**src/rtl/timer_pkg.sv**
```systemverilog
`default_nettype none
// +----------------------------------------------------------------------+
// | timer_pkg : shared types, digit limits and cursor helpers            |
// | Revision  : 1.0                                                      |
// +----------------------------------------------------------------------+
package timer_pkg;

    localparam int TIME_W   = 36;
    localparam int N_DIGITS = 9;

    // Cursor positions, 0 is the leftmost displayed digit
    localparam logic [2:0] DIG_H2 = 3'd0;
    localparam logic [2:0] DIG_H1 = 3'd1;
    localparam logic [2:0] DIG_M2 = 3'd2;
    localparam logic [2:0] DIG_M1 = 3'd3;
    localparam logic [2:0] DIG_S2 = 3'd4;
    localparam logic [2:0] DIG_S1 = 3'd5;

    localparam logic [3:0] LIM_MS = 4'd9;
    localparam logic [3:0] LIM_S1 = 4'd9;
    localparam logic [3:0] LIM_S2 = 4'd5;
    localparam logic [3:0] LIM_M1 = 4'd9;
    localparam logic [3:0] LIM_M2 = 4'd5;
    localparam logic [3:0] LIM_H1 = 4'd9;
    localparam logic [3:0] LIM_H2 = 4'd9;

    typedef enum logic [2:0] {
        ST_IDLE  = 3'd0,
        ST_EDIT  = 3'd1,
        ST_RUN   = 3'd2,
        ST_PAUSE = 3'd3,
        ST_DONE  = 3'd4
    } ch_state_t;

    typedef enum logic [2:0] {
        CMD_NONE        = 3'd0,
        CMD_ENTER_KEEP  = 3'd1,
        CMD_ENTER_CLEAR = 3'd2,
        CMD_INC         = 3'd3,
        CMD_DEC         = 3'd4,
        CMD_EXIT        = 3'd5,
        CMD_TOGGLE      = 3'd6
    } ch_cmd_t;

    // Nibble 0 is ms1 (LSB), nibble 8 is H2 (MSB)
    function automatic logic [3:0] nib_limit(input int n);
        case (n)
            0, 1, 2: nib_limit = LIM_MS;
            3:       nib_limit = LIM_S1;
            4:       nib_limit = LIM_S2;
            5:       nib_limit = LIM_M1;
            6:       nib_limit = LIM_M2;
            7:       nib_limit = LIM_H1;
            default: nib_limit = LIM_H2;
        endcase
    endfunction

    function automatic int cursor_nib(input logic [2:0] c);
        case (c)
            DIG_H2:  cursor_nib = 8;
            DIG_H1:  cursor_nib = 7;
            DIG_M2:  cursor_nib = 6;
            DIG_M1:  cursor_nib = 5;
            DIG_S2:  cursor_nib = 4;
            DIG_S1:  cursor_nib = 3;
            default: cursor_nib = 3;
        endcase
    endfunction

endpackage
`default_nettype wire

```
**src/rtl/multi_timer_if.sv**
```systemverilog
`default_nettype none
// +----------------------------------------------------------------------+
// | multi_timer_if : button/select inputs and display/status outputs     |
// | Revision       : 1.0                                                 |
// +----------------------------------------------------------------------+
interface multi_timer_if #(
    parameter int N_CH = 4
);
    localparam int SEL_W = (N_CH > 1) ? $clog2(N_CH) : 1;

    logic [SEL_W-1:0] sel;
    logic             bC;
    logic             bL;
    logic             bD;
    logic             bR;
    logic             start;
    logic [35:0]      out_o;
    logic [2:0]       curr_digit;
    logic             edit;
    logic [N_CH-1:0]  done;
    logic [N_CH-1:0]  running;

    modport master (
        output sel, bC, bL, bD, bR, start,
        input  out_o, curr_digit, edit, done, running
    );

    modport slave (
        input  sel, bC, bL, bD, bR, start,
        output out_o, curr_digit, edit, done, running
    );
endinterface
`default_nettype wire

```
**src/rtl/timer_channel.sv**
```systemverilog
`default_nettype none
// +----------------------------------------------------------------------+
// | timer_channel : one BCD countdown channel with digit editing         |
// | Revision      : 1.0                                                  |
// +----------------------------------------------------------------------+
module timer_channel
    import timer_pkg::*;
(
    input  logic              clk,
    input  logic              rst_n,
    input  logic              i_tick,
    input  ch_cmd_t           i_cmd,
    input  logic [2:0]        i_digit,
    output ch_state_t         o_state,
    output logic [TIME_W-1:0] o_time
);

    ch_state_t         r_state;
    ch_state_t         w_state_nxt;
    logic [TIME_W-1:0] r_time;
    logic [TIME_W-1:0] w_time_nxt;
    logic [TIME_W-1:0] w_dec_time;
    logic [TIME_W-1:0] w_edit_time;
    logic              w_borrow;
    logic [3:0]        w_cur_d;
    logic [3:0]        w_lim;
    int                w_nib;

    // 1 ms BCD decrement, borrowing through the per-digit limits
    always_comb begin
        w_dec_time = r_time;
        w_borrow   = 1'b1;
        for (int n = 0; n < N_DIGITS; n++) begin
            if (w_borrow) begin
                if (r_time[4*n +: 4] == 4'd0) begin
                    w_dec_time[4*n +: 4] = nib_limit(n);
                end else begin
                    w_dec_time[4*n +: 4] = r_time[4*n +: 4] - 4'd1;
                    w_borrow             = 1'b0;
                end
            end
        end
    end

    always_comb begin
        w_nib       = cursor_nib(i_digit);
        w_cur_d     = r_time[4*w_nib +: 4];
        w_lim       = nib_limit(w_nib);
        w_edit_time = r_time;
        if (i_cmd == CMD_INC) begin
            w_edit_time[4*w_nib +: 4] = (w_cur_d >= w_lim) ? 4'd0 : w_cur_d + 4'd1;
        end else begin
            w_edit_time[4*w_nib +: 4] = (w_cur_d == 4'd0) ? w_lim : w_cur_d - 4'd1;
        end
    end

    always_comb begin
        w_state_nxt = r_state;
        w_time_nxt  = r_time;
        case (i_cmd)
            CMD_ENTER_KEEP: begin
                w_state_nxt = ST_EDIT;
                w_time_nxt  = {r_time[TIME_W-1:12], 12'd0};
            end
            CMD_ENTER_CLEAR: begin
                w_state_nxt = ST_EDIT;
                w_time_nxt  = '0;
            end
            CMD_INC, CMD_DEC: begin
                if (r_state == ST_EDIT) w_time_nxt = w_edit_time;
            end
            CMD_EXIT: begin
                if (r_state == ST_EDIT) w_state_nxt = (r_time != '0) ? ST_RUN : ST_IDLE;
            end
            CMD_TOGGLE: begin
                if (r_state == ST_RUN)        w_state_nxt = ST_PAUSE;
                else if (r_state == ST_PAUSE) w_state_nxt = ST_RUN;
            end
            default: begin
                if (i_tick && (r_state == ST_RUN)) begin
                    w_time_nxt = w_dec_time;
                    if (w_dec_time == '0) w_state_nxt = ST_DONE;
                end
            end
        endcase
    end

    always_ff @(posedge clk or negedge rst_n) begin
        if (!rst_n) begin
            r_state <= ST_IDLE;
            r_time  <= '0;
        end else begin
            r_state <= w_state_nxt;
            r_time  <= w_time_nxt;
        end
    end

    assign o_state = r_state;
    assign o_time  = r_time;

endmodule
`default_nettype wire

```
**src/rtl/multi_timer.sv**
```systemverilog
`default_nettype none
// +----------------------------------------------------------------------+
// | multi_timer : N-channel BCD countdown timer with shared 1 ms tick    |
// | Revision    : 1.0                                                    |
// +----------------------------------------------------------------------+
module multi_timer
    import timer_pkg::*;
#(
    parameter int N_CH     = 4,
    parameter int TICK_DIV = 100000
) (
    input  logic         clk,
    input  logic         rst_n,
    multi_timer_if.slave bus
);

    localparam int SEL_W = (N_CH > 1) ? $clog2(N_CH) : 1;
    localparam int PW    = $clog2(TICK_DIV);

    logic [PW-1:0]     r_presc;
    logic              w_tick;
    logic [2:0]        r_digit;
    logic [2:0]        w_digit_nxt;

    ch_state_t         w_state [N_CH];
    logic [TIME_W-1:0] w_time  [N_CH];
    ch_cmd_t           w_ch_cmd[N_CH];

    logic              w_edit_any;
    logic [SEL_W-1:0]  w_edit_idx;
    logic [SEL_W-1:0]  w_addr;
    logic              w_addr_ok;
    ch_state_t         w_sel_state;
    logic [TIME_W-1:0] w_time_sel;
    logic              w_sel_edit;
    ch_cmd_t           w_cmd;
    logic [N_CH-1:0]   w_done;
    logic [N_CH-1:0]   w_running;

    assign w_tick = (r_presc == PW'(TICK_DIV - 1));

    always_ff @(posedge clk or negedge rst_n) begin
        if (!rst_n)      r_presc <= '0;
        else if (w_tick) r_presc <= '0;
        else             r_presc <= r_presc + PW'(1);
    end

    // At most one channel can be in EDIT, because sel is frozen while editing
    always_comb begin
        w_edit_any = 1'b0;
        w_edit_idx = '0;
        w_done     = '0;
        w_running  = '0;
        for (int i = 0; i < N_CH; i++) begin
            if (w_state[i] == ST_EDIT) begin
                w_edit_any = 1'b1;
                w_edit_idx = SEL_W'(i);
            end
            w_done[i]    = (w_state[i] == ST_DONE);
            w_running[i] = (w_state[i] == ST_RUN);
        end
    end

    assign w_addr = w_edit_any ? w_edit_idx : bus.sel;

    always_comb begin
        w_addr_ok   = 1'b0;
        w_sel_state = ST_IDLE;
        w_time_sel  = '0;
        for (int i = 0; i < N_CH; i++) begin
            if (w_addr == SEL_W'(i)) begin
                w_addr_ok   = 1'b1;
                w_sel_state = w_state[i];
                w_time_sel  = w_time[i];
            end
        end
    end

    assign w_sel_edit = (w_sel_state == ST_EDIT);

    // Highest-priority input wins; an issued command displaces the channel's tick
    always_comb begin
        w_cmd       = CMD_NONE;
        w_digit_nxt = r_digit;
        if (w_addr_ok) begin
            if (bus.bL) begin
                if (!w_sel_edit) begin
                    w_cmd       = CMD_ENTER_KEEP;
                    w_digit_nxt = DIG_H2;
                end else if (r_digit == DIG_H2) begin
                    w_cmd       = CMD_EXIT;
                    w_digit_nxt = DIG_H2;
                end else begin
                    w_digit_nxt = r_digit - 3'd1;
                end
            end else if (bus.bD) begin
                if (w_sel_edit) begin
                    w_cmd = CMD_DEC;
                end else begin
                    w_cmd       = CMD_ENTER_CLEAR;
                    w_digit_nxt = DIG_H2;
                end
            end else if (bus.bR) begin
                if (w_sel_edit) begin
                    if (r_digit == DIG_S1) begin
                        w_cmd       = CMD_EXIT;
                        w_digit_nxt = DIG_H2;
                    end else begin
                        w_digit_nxt = r_digit + 3'd1;
                    end
                end
            end else if (bus.bC) begin
                if (w_sel_edit) w_cmd = CMD_INC;
            end else if (bus.start) begin
                if ((w_sel_state == ST_RUN) || (w_sel_state == ST_PAUSE)) w_cmd = CMD_TOGGLE;
            end
        end
    end

    always_ff @(posedge clk or negedge rst_n) begin
        if (!rst_n) r_digit <= DIG_H2;
        else        r_digit <= w_digit_nxt;
    end

    generate
        for (genvar gi = 0; gi < N_CH; gi++) begin : g_ch
            assign w_ch_cmd[gi] = (w_addr_ok && (w_addr == SEL_W'(gi))) ? w_cmd : CMD_NONE;

            timer_channel u_ch (
                .clk     (clk),
                .rst_n   (rst_n),
                .i_tick  (w_tick),
                .i_cmd   (w_ch_cmd[gi]),
                .i_digit (r_digit),
                .o_state (w_state[gi]),
                .o_time  (w_time[gi])
            );
        end
    endgenerate

    assign bus.out_o      = w_time_sel;
    assign bus.curr_digit = r_digit;
    assign bus.edit       = w_edit_any;
    assign bus.done       = w_done;
    assign bus.running    = w_running;

endmodule
`default_nettype wire
```
**src/flat_wrapper.sv**
```systemverilog
// flat-port wrapper written by rule: the top's interface ports become plain ports
module multi_timer_flat import timer_pkg::*;
#(
    parameter int N_CH     = 4,
    parameter int TICK_DIV = 100000
)
  (clk, rst_n, bus_sel, bus_bC, bus_bL, bus_bD, bus_bR, bus_start, bus_out_o, bus_curr_digit, bus_edit, bus_done, bus_running);
  multi_timer_if #(.N_CH(N_CH)) bus_i ();
  input  logic clk;
  input  logic rst_n;
  input wire logic [$bits(bus_i.sel)-1:0] bus_sel;
  input wire logic [$bits(bus_i.bC)-1:0] bus_bC;
  input wire logic [$bits(bus_i.bL)-1:0] bus_bL;
  input wire logic [$bits(bus_i.bD)-1:0] bus_bD;
  input wire logic [$bits(bus_i.bR)-1:0] bus_bR;
  input wire logic [$bits(bus_i.start)-1:0] bus_start;
  output wire logic [$bits(bus_i.out_o)-1:0] bus_out_o;
  output wire logic [$bits(bus_i.curr_digit)-1:0] bus_curr_digit;
  output wire logic [$bits(bus_i.edit)-1:0] bus_edit;
  output wire logic [$bits(bus_i.done)-1:0] bus_done;
  output wire logic [$bits(bus_i.running)-1:0] bus_running;
  assign bus_i.sel = bus_sel;
  assign bus_i.bC = bus_bC;
  assign bus_i.bL = bus_bL;
  assign bus_i.bD = bus_bD;
  assign bus_i.bR = bus_bR;
  assign bus_i.start = bus_start;
  assign bus_out_o = bus_i.out_o;
  assign bus_curr_digit = bus_i.curr_digit;
  assign bus_edit = bus_i.edit;
  assign bus_done = bus_i.done;
  assign bus_running = bus_i.running;
  multi_timer #(.N_CH(N_CH), .TICK_DIV(TICK_DIV)) u_core (.clk(clk), .rst_n(rst_n), .bus(bus_i));
endmodule
```
**config.mk**
```make
export PLATFORM = sky130hd
export DESIGN_NAME = multi_timer_flat
export DESIGN_NICKNAME = d
export VERILOG_FILES = /design/src/rtl/timer_pkg.sv /design/src/rtl/multi_timer_if.sv /design/src/rtl/timer_channel.sv /design/src/rtl/multi_timer.sv /design/src/flat_wrapper.sv
export SDC_FILE = /design/constraint.sdc
export NUM_CORES = 1
export LEC_CHECK = 0
export CORE_UTILIZATION = 50
export CTS_CLUSTER_DIAMETER = 40
export CTS_CLUSTER_SIZE = 30
export DETAILED_ROUTE_END_ITERATION = 7
export PLACE_DENSITY = 0.66
export SLEW_MARGIN = 10
export SYNTH_ARGS = -nofsm -noshare
export SYNTH_HDL_FRONTEND = slang
export SYNTH_SLANG_ARGS = --single-unit
```
**constraint.sdc**
```tcl
create_clock -name clk -period 9.5 [get_ports clk]
set_clock_uncertainty 0.2 [all_clocks]
set_input_delay 1.9 -clock clk [delete_from_list [all_inputs] [get_ports clk]]
set_output_delay 1.9 -clock clk [all_outputs]
set_load 0.01 [all_outputs]
```
After elaboration in Yosys (flattened, before gate mapping)
Memory sizes are Yosys's and may differ from the RTL's.
Cells that the tools add are included.
W data, S select, Z words.
{"block": "totals", "mem_count": 4, "ff_bits": 176, "word_cells": 502, "input_bits": 9, "mem_bits_rw": 0, "romBits": 64, "latchBits": 0, "output_inout_bits": 48}
{"memory": "(name not given)", "words": 8, "word_bits": 2, "rd": 1, "rd_ports_with_merged_regs": 0, "write_ports": 0, "line_no": "timer_pkg.sv:47", "source": "case (n)"}
{"memory": "(name not given)", "words": 8, "word_bits": 2, "rd": 1, "rd_ports_with_merged_regs": 0, "write_ports": 0, "line_no": "timer_pkg.sv:47"}
{"memory": "(name not given)", "words": 8, "word_bits": 2, "rd": 1, "rd_ports_with_merged_regs": 0, "write_ports": 0, "line_no": "timer_pkg.sv:47"}
{"memory": "(name not given)", "words": 8, "word_bits": 2, "rd": 1, "rd_ports_with_merged_regs": 0, "write_ports": 0, "line_no": "timer_pkg.sv:47"}
{"block": "op_classes", "n_shift": 13, "n_mul": 0, "n_eq_ne": 65, "bitwise_logic": 12, "mux": 239, "n_addsub": 48, "order_cmp": 4, "reduce_logical": 103, "div": 0}
{"operator": "$mux W36", "count": 16}
{"operator": "$pmux W36 S4", "count": 4}
{"operator": "$mux W4", "count": 80}
{"operator": "$bwmux W36", "count": 8}
{"operator": "$shiftx A4 B33 Y36", "count": 8}
{"operator": "$logic_not A4 Y1", "count": 40}
{"operator": "$sub A4 B1 Y4 const B", "count": 40}
{"operator": "$logic_not A36 Y1", "count": 4}
{"operator": "$mux W3", "count": 48}
{"operator": "$reduce_bool A36 Y1", "count": 4}
{"operator": "$shiftx A36 B32 Y4", "count": 2}
{"operator": "$shiftx A36 B7 Y4", "count": 2}
{"operator": "$mux W1", "count": 69}
{"operator": "$eq A3 B2 Y1 const B", "count": 20}
{"operator": "$eq A3 B3 Y1 const B", "count": 18}
{"operator": "$pmux W3 S4", "count": 4}
{"operator": "$reduce_bool A4 Y1", "count": 12}
{"operator": "$shift A4 B33 Y36 const A", "count": 1}
{"operator": "$neg A6 Y33", "count": 1}
{"operator": "$eq A3 B1 Y1 const B", "count": 10}
{"operator": "$logic_not A29 Y1", "count": 1}
{"operator": "$reduce_or A2 Y1", "count": 12}
{"operator": "$pmux W4 S5", "count": 1}
{"operator": "$reduce_and A4 Y1", "count": 5}
{"operator": "20 further kinds", "count": 74}

Longest topological paths before layout
Gate-level depths: netlist of run 1.
{"block": "logic_depth", "depth_word": 25, "ltp_mapped": 22, "ltp_nobuf": 18}

Modules after synthesis
A second synthesis of run 1 with hierarchy kept.
{"block": "hier_totals", "cells_unflattened": 2157, "area_unflattened_um2": 16772.3}
{"module": "timer_channel at u_core.g_ch[0].u_ch ...", "area_each_um2": 3443.3, "instances": 2, "cells_each": 465, "seq_area_each_um2": 975.9}
{"module": "timer_channel at u_core.g_ch[1].u_ch", "area_each_um2": 3603.5, "instances": 1, "cells_each": 476, "seq_area_each_um2": 975.9}
{"module": "timer_channel at u_core.g_ch[3].u_ch", "area_each_um2": 3575.9, "instances": 1, "cells_each": 447, "seq_area_each_um2": 975.9}
{"module": "multi_timer", "area_each_um2": 2706.3, "instances": 1, "cells_each": 304, "seq_area_each_um2": 500.5}

Worst setup path after synthesis of run 1
No wires, ideal clock.
{"block": "synth_path", "kind": "input to output", "start": "input port bus_sel[1]", "end": "output port bus_out_o[18]", "setup_slack_ns": 4.307, "t_required_ns": 7.400, "cell_stages": 6, "t_arrival_ns": 3.093, "path_buffers": 2, "path_cell_list": "nand3_1 > nand2_1 > clkbuf_1 > clkbuf_1 > nand2_1 > a31oi_1"}
{"block": "synth_between", "elab_chain_len": 6, "elab_cells_between_ends": 9, "classes_between": "eq/ne (3); mux (5); reduce/logical (1)"}
{"item": "from (decl)", "line_no": "flat_wrapper.sv:11", "source": "input wire logic [$bits(bus_i.sel)-1:0] bus_sel;"}
{"item": "$mux W2 *", "line_no": "multi_timer.sv:64", "source": "assign w_addr = w_edit_any ? w_edit_idx : bus.sel;"}
{"item": "$logic_not A2 Y1", "line_no": "multi_timer.sv:71", "source": "if (w_addr == SEL_W'(i)) begin"}
{"item": "$mux W36 (3 in series)", "line_no": "multi_timer.sv:71"}
{"item": "$mux W36 *", "line_no": "multi_timer.sv:71"}
{"item": "to (decl)", "line_no": "flat_wrapper.sv:17", "source": "output wire logic [$bits(bus_i.out_o)-1:0] bus_out_o;"}
Mark *: on every way between the ends. The rest lies on a longest branch, timed or not.

Worst setup path after layout of run 1
{"block": "layout_path", "start": "input port bus_sel[0]", "end": "output port bus_out_o[17]"}
The elaborated chain is that of the path after synthesis.

==> summary.txt, run 1 <==
Yosys
  – Top cells by count, synth: nand2_1, nor2_1, dfrtp_1, o21ai_0, a21oi_1
  – FF+latch count, synth: 176
  – EDFF count, synth: 0
  – Register area share after synthesis: 28.3%
  – Post-Syn Nets: 2074
  – Synth warnings: 0
  – Synth area leaders: dfrtp_1, o21ai_0, nand2_1, nor2_1, a21oi_1
  – Synth Flop Type: dfrtp_1
  – Post-synthesis async set-or-reset flop share: 100%
  – Distinct cells, synth: 91
  – Top-area cell type share of the netlist area: 28.3%
  – Mean area per synthesized cell: 7.63 sq um
  – Mapped cell area: 0.0156 sq mm
  – Count leader, synth: nand2_1
  – Area leader, netlist: dfrtp_1
  – Cell count after synthesis: 2038

Pwr
  – LEAKAGE: 6.56 nW
  – Power density over cell area: 378 mW/mm^2
  – Max VDD drop: 285 uV

Setup path
  – Crit path max fanout: 41
  – Max stage delay on crit path: 0.90 ns
  – Worst path arrival time: 4.99 ns
  – Critical Path Source: bus_sel[0]
  – Worst R2R Setup Slack: 2.92 ns
  – CP startpoint kind: primary input
  – Crit path kind: primary input to primary output
  – Crit-path cells: clkdlybuf4s50_1 -> a21oi_1 -> o21ai_4 -> buf_4 -> a211oi_1 -> a31oi_1 -> clkdlybuf4s50_1
  – Most frequent cell on the critical path: clkdlybuf4s50_1
  – Reg2reg start: u_core.bus.curr_digit[2]
  – R2R cell count: 18
  – Slowest-stage cell, CP: o21ai_4
  – CP Capture Point: bus_out_o[17]
  – Required @ worst endpoint: 7.40 ns
  – Worst R2R End: u_core.g_ch[3].u_ch.o_time[30]
  – Setup crit end kind: primary output

Run
  – Max_cap viols: 0

STA
  – Total Neg Setup Slack: 0 ns
  – Max-slew violations: 0
  – Final period utilization: 74.7%
  – RSZ-0062 raised after global routing: no
  – Least-Margin Pin Slew: 1.31 ns
  – Max Freq: 141 MHz
  – Final Hold Viols: 0
  – Setup violations, final: 0
  – Post-route minimum period: 7.09 ns
  – Slew headroom: 12.6%
  – Worst setup margin: 2.41 ns

Global routing
  – Pin count of the biggest net entering global routing: 111
  – Global-route wire length before repair: 111000 um
  – Initial antenna violation count: 8
  – GRT Util Overall: 48.2%
  – Vias in the first global route: 16.5k
  – Grt total ovfl: 0

Floorplan
  – Core footprint: 0.0306 sq mm
  – Initial Utilization: 50.9%
  – IO Count: 57
  – Die ar.: 0.0318 sq mm
  – Floorplan die width: 178 um
  – Die span in y: 178 um
  – Cell row count: 64

Placed design
  – Routability Congestion: 1.06
  – Cell count after placement: 2398
  – PortBufs: 56
  – Pre-CTS WS: 2.53 ns
  – Final HPWL DP: 55300 um

Route
  – Residual DRC: 0
  – Pre-antenna DRT Iters: 7
  – Mean routed wirelength per cell: 31.5 um
  – Vias per cell: 7.65
  – Initial DRC Count: 3331
  – Post-Route WL: 76600 um
  – Routed Antenna Nets: 0
  – Via Count: 18.6k

Clocking
  – CTS max path bufs: 2
  – Root Buffer Master: clkbuf_16
  – Clock latency on the worst-skew pair: 0.49 ns
  – CTS Buf Count: 17
  – CTS Hold Bufs: 0
  – Post-CTS Repair Setup Buffers: 0
  – CTS tree: built
  – Clk sink count: 176
  – Clk slew on worst S/H paths: 0.07 ns
  – # H-tree levels: 4
  – Cts repair resizes: 0

Final layout
  – Area Overhead vs Synth: 9.95%
  – Ratio of cells with drive above 1 in the final layout: 8.21%
  – Post-route insts no fill: 2434
  – Nets: 2057

Hold path
  – HP Class: flip-flop to flip-flop

Status
  – Status: finished clean
[cells in the final DEF, fill, tap and decap left out, drive strengths merged, types with 18 or more instances in the layout]
cell           synthesis  routed
o221ai                39      39
nand2b                24      24
a22oi                 53      53
a31oi                 55      55
buf                   40      53
nand3                 44      44
nor2                 185     185
a21oi                116     116
a22o                  38      38
inv                   68      79
nor4                  34      34
a211oi                46      46
o22ai                 44      44
o21ai                168     168
or2                   19      19
clkbuf               105      18
o31ai                 18      18
nor2b                 23      23
xnor2                 19      19
dfrtp                176     176
mux2                  19      19
clkdlybuf4s50          0      55
or3                   27      27
nand2                207     207
nor3b                 18      18
ha                    27      27
and3                  35      35
nor3                  91      91
a221o                 21      21
mux2i                 29      29
[worst min-delay path by stage]
| stage | startpoint | end | depth (start not counted) |
|---|---|---|---|
| 3_3_place_gp | u_core.r_presc[4] | u_core.r_presc[4] | 1 |
| 5_1_grt | u_core.r_presc[0] | u_core.r_presc[0] | 1 |
| 3_5_place_dp | u_core.r_presc[0] | u_core.r_presc[0] | 1 |
| 4_1_cts | u_core.r_presc[0] | u_core.r_presc[0] | 1 |
| 6_report | u_core.r_presc[0] | u_core.r_presc[0] | 1 |
| 2_1_floorplan | u_core.r_presc[4] | u_core.r_presc[4] | 1 |
[logic make-up (layout without fill, tap and decap cells)]
family	Yosys count	count (layout)	share of synthesized area [%]
AO/OA/AOI/OAI	765	765	34.0
XOR/XNOR	25	25	1.41
adder cells (fa/ha/maj)	27	27	2.17
buffers and inverters	213	209	5.37
flip-flops	176	176	28.3
multiplexers	50	50	3.55
other	0	4	0
AND/OR/NAND/NOR	782	782	25.2
[flip-flops by register name, indices dropped and copies added, names as in the netlist]
name / count
u_core.g_ch.u_ch.o_state: 12
u_core.bus.curr_digit: 3
u_core.g_ch.u_ch.o_time: 144
u_core.r_presc: 17
[per-stage QoR]
step,utilization (%),power [mW],area (sq um),hold WS (ns)
after detailed placement,53.9,5.45,16500,0.281
final,55.9,6.47,17100,0.287
after CTS,55.9,6.22,17100,0.292
after global routing,55.9,6.69,17100,0.314
after global placement,53.9,5.43,16500,0.269
after floorplan,-,3.71,15600,0.252
[where the power goes]
group,switching (mW),internal [mW],leakage (nW)
Combinational,2.92,1.47,4.00
Clock,0.376,0.375,0.289
Sequential,0.423,0.906,2.27
Total,3.72,2.75,6.56
[critical path, delay by kind of cell]
family | cells | cell delay (ns)
buffers and inverters | 3 | 1.64
AO/OA/AOI/OAI | 4 | 1.40
[routing by layer]
layer	GRT usage (%)	share of wire (%)	vias to the layer above
met3	20.6	16	374
met4	29.9	7.4	8
met2	65.7	39	1593
met5	0	0.085	-
met1	61.9	37	8859
li1	-	-	7777
[area by class of cell]
cell class | instances | area, sq um
Inverter | 68 | 255
Sequential cell | 176 | 4410
Fill cell | 2956 | 13500
Clock buffer | 17 | 425
Clock inverter | 15 | 163
Antenna cell | 4 | 10.0
Multi-Input combinational cell | 1649 | 10400
Tap cell | 396 | 495
Timing Repair Buffer | 109 | 962
Note: power is estimated with default switching activity, not from simulation.
==> inputs of run 2 (changes only) <==
--- a/config.mk
+++ b/config.mk
@@ -9,7 +9,7 @@
 export CTS_CLUSTER_DIAMETER = 40
 export CTS_CLUSTER_SIZE = 30
 export DETAILED_ROUTE_END_ITERATION = 7
-export PLACE_DENSITY = 0.66
+export PLACE_DENSITY = 0.69
 export SLEW_MARGIN = 10
 export SYNTH_ARGS = -nofsm -noshare
 export SYNTH_HDL_FRONTEND = slang
==> constraint.sdc (replaced) <==
create_clock -name clk -period 5.92 [get_ports clk]
set_clock_uncertainty 0.2 [all_clocks]
set_input_delay 1.184 -clock clk [delete_from_list [all_inputs] [get_ports clk]]
set_output_delay 1.184 -clock clk [all_outputs]
set_load 0.01 [all_outputs]
==> summary.txt, run 2 (synthesis results as in run 1) <==
Status
  – Status: finished clean

Pwr
  – LEAKAGE: 6.71 nW (+2.3%)
  – Power density over cell area: 613 mW/mm^2 (+62%)
  – Max VDD drop: 511 uV (+79%)

Clocking
  – CTS tree: built
  – CTS Hold Bufs: 0 (unchanged)
  – Post-CTS Repair Setup Buffers: 0 (unchanged)
  – Root Buffer Master: clkbuf_16
  – CTS Buf Count: 17 (unchanged)
  – Clk slew on worst S/H paths: 0.07 ns (about the same)
  – # H-tree levels: 4 (unchanged)
  – Clock latency on the worst-skew pair: 0.47 ns (-0.02 ns)
  – Cts repair resizes: 0 (unchanged)
  – Clk sink count: 176 (unchanged)
  – CTS max path bufs: 2 (unchanged)

Final layout
  – Commonest non-fill, non-tap cells in the layout: nand2_1, nor2_1, dfrtp_1, o21ai_0, a21oi_1
  – Fill cell count: 2860 (-3.2%)
  – Nets: 2093 (+1.8%)
  – Ratio of cells with drive above 1 in the final layout: 9.57% (+1.4 points)
  – Area Overhead vs Synth: 11.5%
  – Max reg flops: 144 (unchanged)
  – Final Instance Area: 0.0173 sq mm (+1.4%)
  – Most common cell after layout, fill and taps aside: nand2_1

Global routing
  – Vias in the first global route: 16.6k (+0.73%)
  – Initial antenna violation count: 1 (-7)
  – Global-route wire length before repair: 111000 um (about the same)
  – Pin count of the biggest net entering global routing: 96 (-14%)
  – GRT Util Overall: 48.4% (+0.21 points)
  – Grt total ovfl: 0 (unchanged)

Floorplan
  – Initial Utilization: 50.9% (unchanged)
  – IO Count: 57 (unchanged)
  – Floorplan die width: 178 um (unchanged)
  – Die ar.: 0.0318 sq mm (unchanged)
  – Die span in y: 178 um (unchanged)
  – Core footprint: 0.0306 sq mm (unchanged)
  – Cell row count: 64 (unchanged)

STA
  – Slew headroom: 7.06% (-5.6 points)
  – Max-slew violations: 0 (unchanged)
  – Max Freq: 183 MHz
  – Total Neg Setup Slack: 0 ns (unchanged)
  – RSZ-0062 raised after global routing: no
  – Hold_ws: 0.295 ns (+0.00798 ns)
  – Final Hold Viols: 0 (unchanged)
  – Least-Margin Pin Slew: 1.38 ns (+0.0759 ns)
  – Post-route minimum period: 5.47 ns
  – Setup violations, final: 0 (unchanged)
  – Final period utilization: 92.4%

Placed design
  – PortBufs: 56 (unchanged)
  – Placed cell areas: 0.0168 sq mm (+1.8%)
  – Final HPWL DP: 55400 um (+0.14%)
  – Routability Congestion: 1.04 (-1.1%)

Route
  – Pre-antenna DRT Iters: 7 (unchanged)
  – Via Count: 18.5k (-0.38%)
  – Routed Antenna Nets: 0 (unchanged)
  – Mean routed wirelength per cell: 31.2 um (-0.75%)
  – Residual DRC: 0 (unchanged)
  – Vias per cell: 7.52 (-1.7%)
  – Initial DRC Count: 3372 (+1.2%)
  – Post-Route WL: 77000 um (+0.55%)

Setup path
  – Worst path arrival time: 4.09 ns (-0.90 ns)
  – CP startpoint kind: primary input
  – Slowest-stage cell, CP: o21ai_4
  – Most frequent cell on the critical path: clkdlybuf4s50_1
  – Crit-path cells: clkdlybuf4s50_1 -> a21oi_1 -> o21ai_4 -> buf_4 -> a211oi_1 -> a31oi_1 -> clkdlybuf4s50_1
  – Crit path kind: primary input to primary output
  – Setup crit end kind: primary output
  – Required @ worst endpoint: 4.54 ns (-2.86 ns)
  – Max stage delay on crit path: 0.73 ns (-0.17 ns)
  – Crit path max fanout: 44 (+7.3%)

Hold path
  – HP Class: flip-flop to flip-flop

Run
  – Max_cap viols: 0 (unchanged)
[run 2: cell types whose count changed in the layout (fill, tap and decap cells not counted), sizes merged]
cell,before,now
diode,4,2
inv,79,68
clkinvlp,1,5
buf,53,89
clkinv,2,4
clkbuf,18,21
[run 2: per-stage QoR]
| step | setup WS (ns) | util, % | total power, mW | instances |
|---|---|---|---|---|
| 2_1_floorplan | 1.01 | - | 5.96 | 2038 |
| 3_3_place_gp | 0.606 | 54.9 | 8.99 | 2434 |
| 3_5_place_dp | 0.535 | 54.9 | 9.02 | 2434 |
| 4_1_cts | 0.569 | 56.7 | 10.2 | 2464 |
| 5_1_grt | 0.378 | 56.7 | 11.0 | 2464 |
| 6_report | 0.449 | 56.7 | 10.6 | 2466 |
[run 2: where the power goes]
group | internal [mW] | total, mW | switching [mW]
clock network | 0.583 | 1.12 | 0.536
logic | 2.50 | 7.40 | 4.90
registers | 1.46 | 2.11 | 0.649
total | 4.54 | 10.6 | 6.09
[run 2: worst max-delay path, delay by kind of cell]
| kind | cells | cell delay [ns] |
|---|---|---|
| AO/OA/AOI/OAI | 4 | 1.20 |
| buffers and inverters | 3 | 1.66 |
[run 2: path summary, 6_finish.rpt]
kind | from | end | slack [ns] | depth (start not counted)
max in group asynchronous | rst_n | u_core.g_ch[3].u_ch.o_time[5] | 3.93 | 2
min in group asynchronous | rst_n | u_core.g_ch[2].u_ch.o_time[12] | 0.62 | 1
min | u_core.r_presc[4] | u_core.r_presc[4] | 0.29 | 1
min reg2reg | u_core.r_presc[4] | u_core.r_presc[4] | 0.29 | 1
max | bus_sel[0] | bus_out_o[31] | 0.45 | 7
max reg2reg | u_core.bus.curr_digit[0] | u_core.g_ch[3].u_ch.o_time[21] | 0.66 | 13
[run 2: layout make-up]
type | instances | area [sq um] | area share, %
inverter | 68 | 255 | 1.47
sequential | 176 | 4410 | 25.4
antenna | 2 | 5.00 | 0.0289
timing repair buffer | 145 | 1260 | 7.25
clock buffer | 20 | 447 | 2.58
tap | 396 | 495 | 2.86
multi-input combinational | 1649 | 10400 | 59.9
clock inverter | 10 | 91.3 | 0.527
[run 2: per-layer routing]
layer  global-route usage [%]  part of all wire, %  vias up  routed length (um)
li1                         -                    -     7817                   -
met1                     61.6                   37     8759               28800
met2                     66.5                   40     1600               30500
met3                     19.5                   15      365               11700
met4                     32.2                  7.8        0                6030
met5                    0.481                    0        -                   0
